File: src/rtl/col_reorder_buffer.sv
// Inverse-permutes one frame of back-substitution symbols into original column order.
// Two ping-pong banks let a new frame stream in while the previous one drains.
module col_reorder_buffer #(
  parameter int unsigned SYM_WL = 2
) (
  input  logic                  clk,
  input  logic                  rst_n,
  input  logic [23:0]           order_i,
  input  logic [SYM_WL-1:0]     sym_i,
  input  logic                  sym_valid_i,
  output logic                  sym_ready_o,
  output logic [8*SYM_WL-1:0]   vec_o,
  output logic                  vec_valid_o,
  input  logic                  vec_ready_i,
  output logic                  dup_err_o
);

  logic              wb_q, wb_d, rb_q, rb_d;
  logic [2:0]        cnt_q, cnt_d;
  logic [23:0]       order_q, order_d;
  logic [SYM_WL-1:0] data_q [2][8];
  logic [SYM_WL-1:0] data_d [2][8];
  logic [7:0]        wr_q [2];
  logic [7:0]        wr_d [2];
  logic [1:0]        dup_q, dup_d, full_q, full_d;

  logic        accept, drain;
  logic [23:0] cur_order;
  logic [4:0]  base;
  logic [2:0]  idx;

  assign accept = sym_valid_i & ~full_q[wb_q];
  assign drain  = full_q[rb_q] & vec_ready_i;

  // The first symbol of a frame uses order_i directly; the rest use the latched copy.
  assign cur_order = (cnt_q == 3'd7) ? order_i : order_q;
  assign base      = 5'(cnt_q) * 5'd3;
  assign idx       = cur_order[base +: 3];

  assign sym_ready_o = ~full_q[wb_q];
  assign vec_valid_o = full_q[rb_q];
  assign dup_err_o   = dup_q[rb_q];

  always_comb begin
    vec_o = '0;
    for (int j = 0; j < 8; j++) begin
      if (wr_q[rb_q][j]) vec_o[j*SYM_WL +: SYM_WL] = data_q[rb_q][j];
    end
  end

  always_comb begin
    wb_d    = wb_q;
    rb_d    = rb_q;
    cnt_d   = cnt_q;
    order_d = order_q;
    data_d  = data_q;
    wr_d    = wr_q;
    dup_d   = dup_q;
    full_d  = full_q;

    if (accept) begin
      if (cnt_q == 3'd7) order_d = order_i;
      data_d[wb_q][idx] = sym_i;
      wr_d[wb_q][idx]   = 1'b1;
      if (wr_q[wb_q][idx]) dup_d[wb_q] = 1'b1;
      if (cnt_q == 3'd0) begin
        full_d[wb_q] = 1'b1;
        wb_d         = ~wb_q;
        cnt_d        = 3'd7;
      end else begin
        cnt_d = cnt_q - 3'd1;
      end
    end

    // Never the bank being written: that one is not full.
    if (drain) begin
      for (int j = 0; j < 8; j++) data_d[rb_q][j] = '0;
      wr_d[rb_q]   = '0;
      dup_d[rb_q]  = 1'b0;
      full_d[rb_q] = 1'b0;
      rb_d         = ~rb_q;
    end
  end

  always_ff @(posedge clk or negedge rst_n) begin
    if (!rst_n) begin
      wb_q    <= 1'b0;
      rb_q    <= 1'b0;
      cnt_q   <= 3'd7;
      order_q <= '0;
      for (int b = 0; b < 2; b++) begin
        for (int j = 0; j < 8; j++) data_q[b][j] <= '0;
        wr_q[b] <= '0;
      end
      dup_q  <= '0;
      full_q <= '0;
    end else begin
      wb_q    <= wb_d;
      rb_q    <= rb_d;
      cnt_q   <= cnt_d;
      order_q <= order_d;
      data_q  <= data_d;
      wr_q    <= wr_d;
      dup_q   <= dup_d;
      full_q  <= full_d;
    end
  end

endmodule

File: config.mk
export PLATFORM = sky130hd
export DESIGN_NAME = col_reorder_buffer
export DESIGN_NICKNAME = d
export VERILOG_FILES = /design/src/rtl/col_reorder_buffer.sv
export SDC_FILE = /design/constraint.sdc
export NUM_CORES = 1
export LEC_CHECK = 0
export BUFFER_PORTS_ARGS = -buffer_cell sky130_fd_sc_hd__buf_2
export CAP_MARGIN = 20
export CORE_MARGIN = 2
export CORE_UTILIZATION = 43
export DETAILED_ROUTE_END_ITERATION = 16
export REMOVE_ABC_BUFFERS = 1
export SYNTH_ARGS = -nofsm -noshare
export SYNTH_HDL_FRONTEND = slang
export SYNTH_SLANG_ARGS = --single-unit
File: constraint.sdc
create_clock -name clk -period 5.1 [get_ports clk]
set_input_delay 0.51 -clock clk [delete_from_list [all_inputs] [get_ports clk]]
set_output_delay 0.51 -clock clk [all_outputs]
set_load 0.05 [all_outputs]
==> results.md <==
* Most used flip-flop cell after synthesis: sky130_fd_sc_hd__dfrtp_1
* Synthesized area per cell at 11.0 um^2
* Rel. slew slack at 33.9%
* Worst clock skew at 9.61 ps
* Min-delay worst type: primary input to async pin
* Detailed-route vias per instance at 5.28
* Final core utilization at 50.9%
* 1st-pass router iterations at 4
* Post-CTS Setup Bufs at 0
* HPWL after detailed placement at 5850 um
* CTS sink count at 81
* Post-route fraction of the period consumed by the critical path at 64.6%
* Commonest non-fill, non-tap cell in the layout: sky130_fd_sc_hd__dfrtp_1
* Count of H-tree levels built during CTS at 3
* Total negative slack for setup checks at 0 ps
* Floorplan Core Area at 0.00928 mm^2
* Post-synthesis async set-or-reset flop share at 100%
* Commonest cells after routing, fill and taps aside: 78 x sky130_fd_sc_hd__dfrtp_1, 48 x sky130_fd_sc_hd__nor2_1, 47 x sky130_fd_sc_hd__mux2i_1, 47 x sky130_fd_sc_hd__buf_2, 27 x sky130_fd_sc_hd__nand2_1
* Post-synthesis cell count at 377
* Number of antenna diodes at 0
* Upper clock frequency limit at 303 MHz
* Number of enable-type register cells in the synthesized netlist at 0
* Count of maximum capacitance violations at 0
* Total Die Area at 0.0104 mm^2
* Starting utilization of the core area at 44.6%
* Status: completed
* Final max-slew violation count at 0
* Largest net degree at the start of global routing at 82
* Final Hold Violating Endpoints at 0
* Type of destination of the critical path: flip-flop
* Register area share after synthesis at 49.0%
* DRC violation total after the first TritonRoute iteration at 116
* Rows at 35
* Number of buffers created by CTS at 9
* Filler Cell Count at 860
* Yosys synthesis warning count at 0
* Fraction of layout cells with a size suffix above 1 at 27.4%
* Cell chain of the critical path: ha_1, mux2i_1, a22oi_1, o211ai_2, mux4_2, a2bb2oi_1, a32oi_1
* Width of the die at 102 um
* Synthesized cell area at 0.00414 mm^2
* Standby leakage power at 2.33 nW
* Worst Setup Path Type: flip-flop to flip-flop
* Clock tree from TritonCTS: done
* Power per cell area at 668 mW/mm^2
* Resized Gates After CTS at 0
* Actual transition at the worst max-transition pin at 991 ps
* Worst Path Max Fanout at 21
* Leftover overflow at the end of global routing at 0
* Remaining routing DRC violations at 0
* Aggregate global-route resource usage at 17.9%
* Peak per-stage delay on the critical path at 650 ps
* Maximum clock path buffer count at 2
* Total wirelength of the detailed-routed design at 8660 um
* Setup Viol. Count Final at 0
* Bufs and invs on worst path at 0
* Count of pins on the block boundary at 49
* FF+latch count, synth at 81
* Antenna violations before repair at 0
* ANT nets after route at 0
* Clock latency of the later-clocked register in the worst-skew pair at 350 ps
* Via count at 2,894
* Number of global-route vias before repair at 2,826
* Unrepaired setup endpoints after global routing: false
* I/O Buffers at 48
* Chip Height at 102 um
* Worst supply voltage drop on vdd at 222 uV
* Cell variety after synth at 43
* Routability Congestion at 0.853
* First-pass GRT wire length at 14,600 um
* Worst EP arrival at 3510 ps
* Worst endpoint required time at 5310 ps
* Area growth from synthesis to final layout at 14.1%
* Cts-stage hold buffer count at 0
* Top cell family by delay on the critical path: compound AO/OA/AOI/OAI gates
* Startpoint type of the worst setup path: flip-flop
* Mean routed wirelength per cell at 15.8 um
* Critical Path Slowest Stage Cell: sky130_fd_sc_hd__dfstp_2
* Root cell of the clock tree: sky130_fd_sc_hd__clkbuf_8
* Time the final worst path needs with I/O delays and setup at 3300 ps
* Number of nets in the layout at 447
* Clock transition at path regs at 80 ps
## metal layers
| metal | track usage [%] | vias to the layer above | wire length, um |
|---|---|---|---|
| met4 | 4.92 | 0 | 92 |
| met5 | 0 | - | 0 |
| met3 | 2.67 | 7 | 261 |
| li1 | - | 1406 | - |
| met1 | 26.6 | 1433 | 4280 |
| met2 | 27.6 | 48 | 4020 |
## where the power goes
group | switching (mW) | internal [mW]
sequential | 0.228 | 0.920
clock | 0.228 | 0.338
combinational | 0.830 | 0.615
total | 1.29 | 1.87
## sequential cells by signal, summed over array words and instances, names as in the netlist
| signal | cells |
|---|---|
| order_q | 24 |
| wr_q | 16 |
| full_q | 2 |
| dup_q | 2 |
| rb_q | 1 |
| cnt_q | 3 |
| wb_q | 1 |
| data_q | 32 |
## layout make-up
class | instances | area [um^2] | share of cell area [%]
multi-input cells | 255 | 1910 | 40.5
repair buffers | 51 | 318 | 6.72
clock inverters | 5 | 103 | 2.17
inverters | 16 | 60.1 | 1.27
well taps | 129 | 161 | 3.42
flip-flops and latches | 81 | 2030 | 43.0
clock buffers | 11 | 141 | 2.99
## synthesized netlist by cell type (3+ instances only)
library cell | count | area, um^2
sky130_fd_sc_hd__or4_4 | 3 | 33.8
sky130_fd_sc_hd__nor2_1 | 48 | 180
sky130_fd_sc_hd__nand4_1 | 4 | 25.0
sky130_fd_sc_hd__buf_2 | 4 | 20.0
sky130_fd_sc_hd__a31oi_1 | 3 | 18.8
sky130_fd_sc_hd__ha_1 | 3 | 37.5
sky130_fd_sc_hd__nand4b_1 | 4 | 35.0
sky130_fd_sc_hd__a21oi_1 | 16 | 80.1
sky130_fd_sc_hd__buf_6 | 5 | 56.3
sky130_fd_sc_hd__mux2_2 | 26 | 293
sky130_fd_sc_hd__dfstp_2 | 3 | 78.8
sky130_fd_sc_hd__clkbuf_1 | 14 | 52.6
sky130_fd_sc_hd__a22oi_1 | 5 | 37.5
sky130_fd_sc_hd__mux4_2 | 5 | 113
sky130_fd_sc_hd__o21ai_0 | 19 | 95.1
sky130_fd_sc_hd__nand2_1 | 27 | 101
sky130_fd_sc_hd__mux2i_1 | 47 | 470
sky130_fd_sc_hd__inv_1 | 16 | 60.1
sky130_fd_sc_hd__dfrtp_1 | 78 | 1950
sky130_fd_sc_hd__nand3_1 | 18 | 90.1
## worst reg2reg max path, cell delays in order, from the launching register on
cell                        delay (ps)
sky130_fd_sc_hd__dfstp_2           650
sky130_fd_sc_hd__ha_1              650
sky130_fd_sc_hd__mux2i_1           200
sky130_fd_sc_hd__a22oi_1           240
sky130_fd_sc_hd__o211ai_2          440
sky130_fd_sc_hd__mux4_2            630
sky130_fd_sc_hd__a2bb2oi_1         230
sky130_fd_sc_hd__a32oi_1           130
## cell families after synthesis
group | count (synthesis) | synth area share [%]
simple gates | 121 | 15.7
flops | 81 | 49.0
mux | 79 | 21.8
compound gates | 52 | 7.76
buf+inv | 41 | 4.83
fa+ha+maj | 3 | 0.906
## path summary, 6_finish.rpt
path	depth (start not counted)	from	slack, ps	to
setup / recovery	7	cnt_q[0]$_DFFE_PN1P_	1800	dup_q[1]$_DFF_PN0_
hold / removal	1	rst_n	120	order_q[5]$_DFFE_PN0P_
setup reg to reg	7	cnt_q[0]$_DFFE_PN1P_	1800	dup_q[1]$_DFF_PN0_
hold reg to reg	1	order_q[14]$_DFFE_PN0P_	510	order_q[14]$_DFFE_PN0P_
max in group asynchronous	2	rst_n	4310	cnt_q[2]$_DFFE_PN1P_
min in group clk	2	order_i[7]	390	order_q[7]$_DFFE_PN0P_
## per-stage QoR
stage / instance area, um^2 / setup WS (ps) / total power, mW / hold WS [ps] / cells
finish: 4730 / 1800 / 3.16 / 120 / 548
floorplan: 4000 / 2140 / 2.22 / 214 / 352
detailed placement: 4430 / 1790 / 2.59 / 492 / 530
CTS: 4680 / 1730 / 3.16 / 379 / 546
global route: 4730 / 1510 / 3.39 / 148 / 548
global placement: 4410 / 1910 / 2.54 / 487 / 529
(Power assumes the default switching activity.)
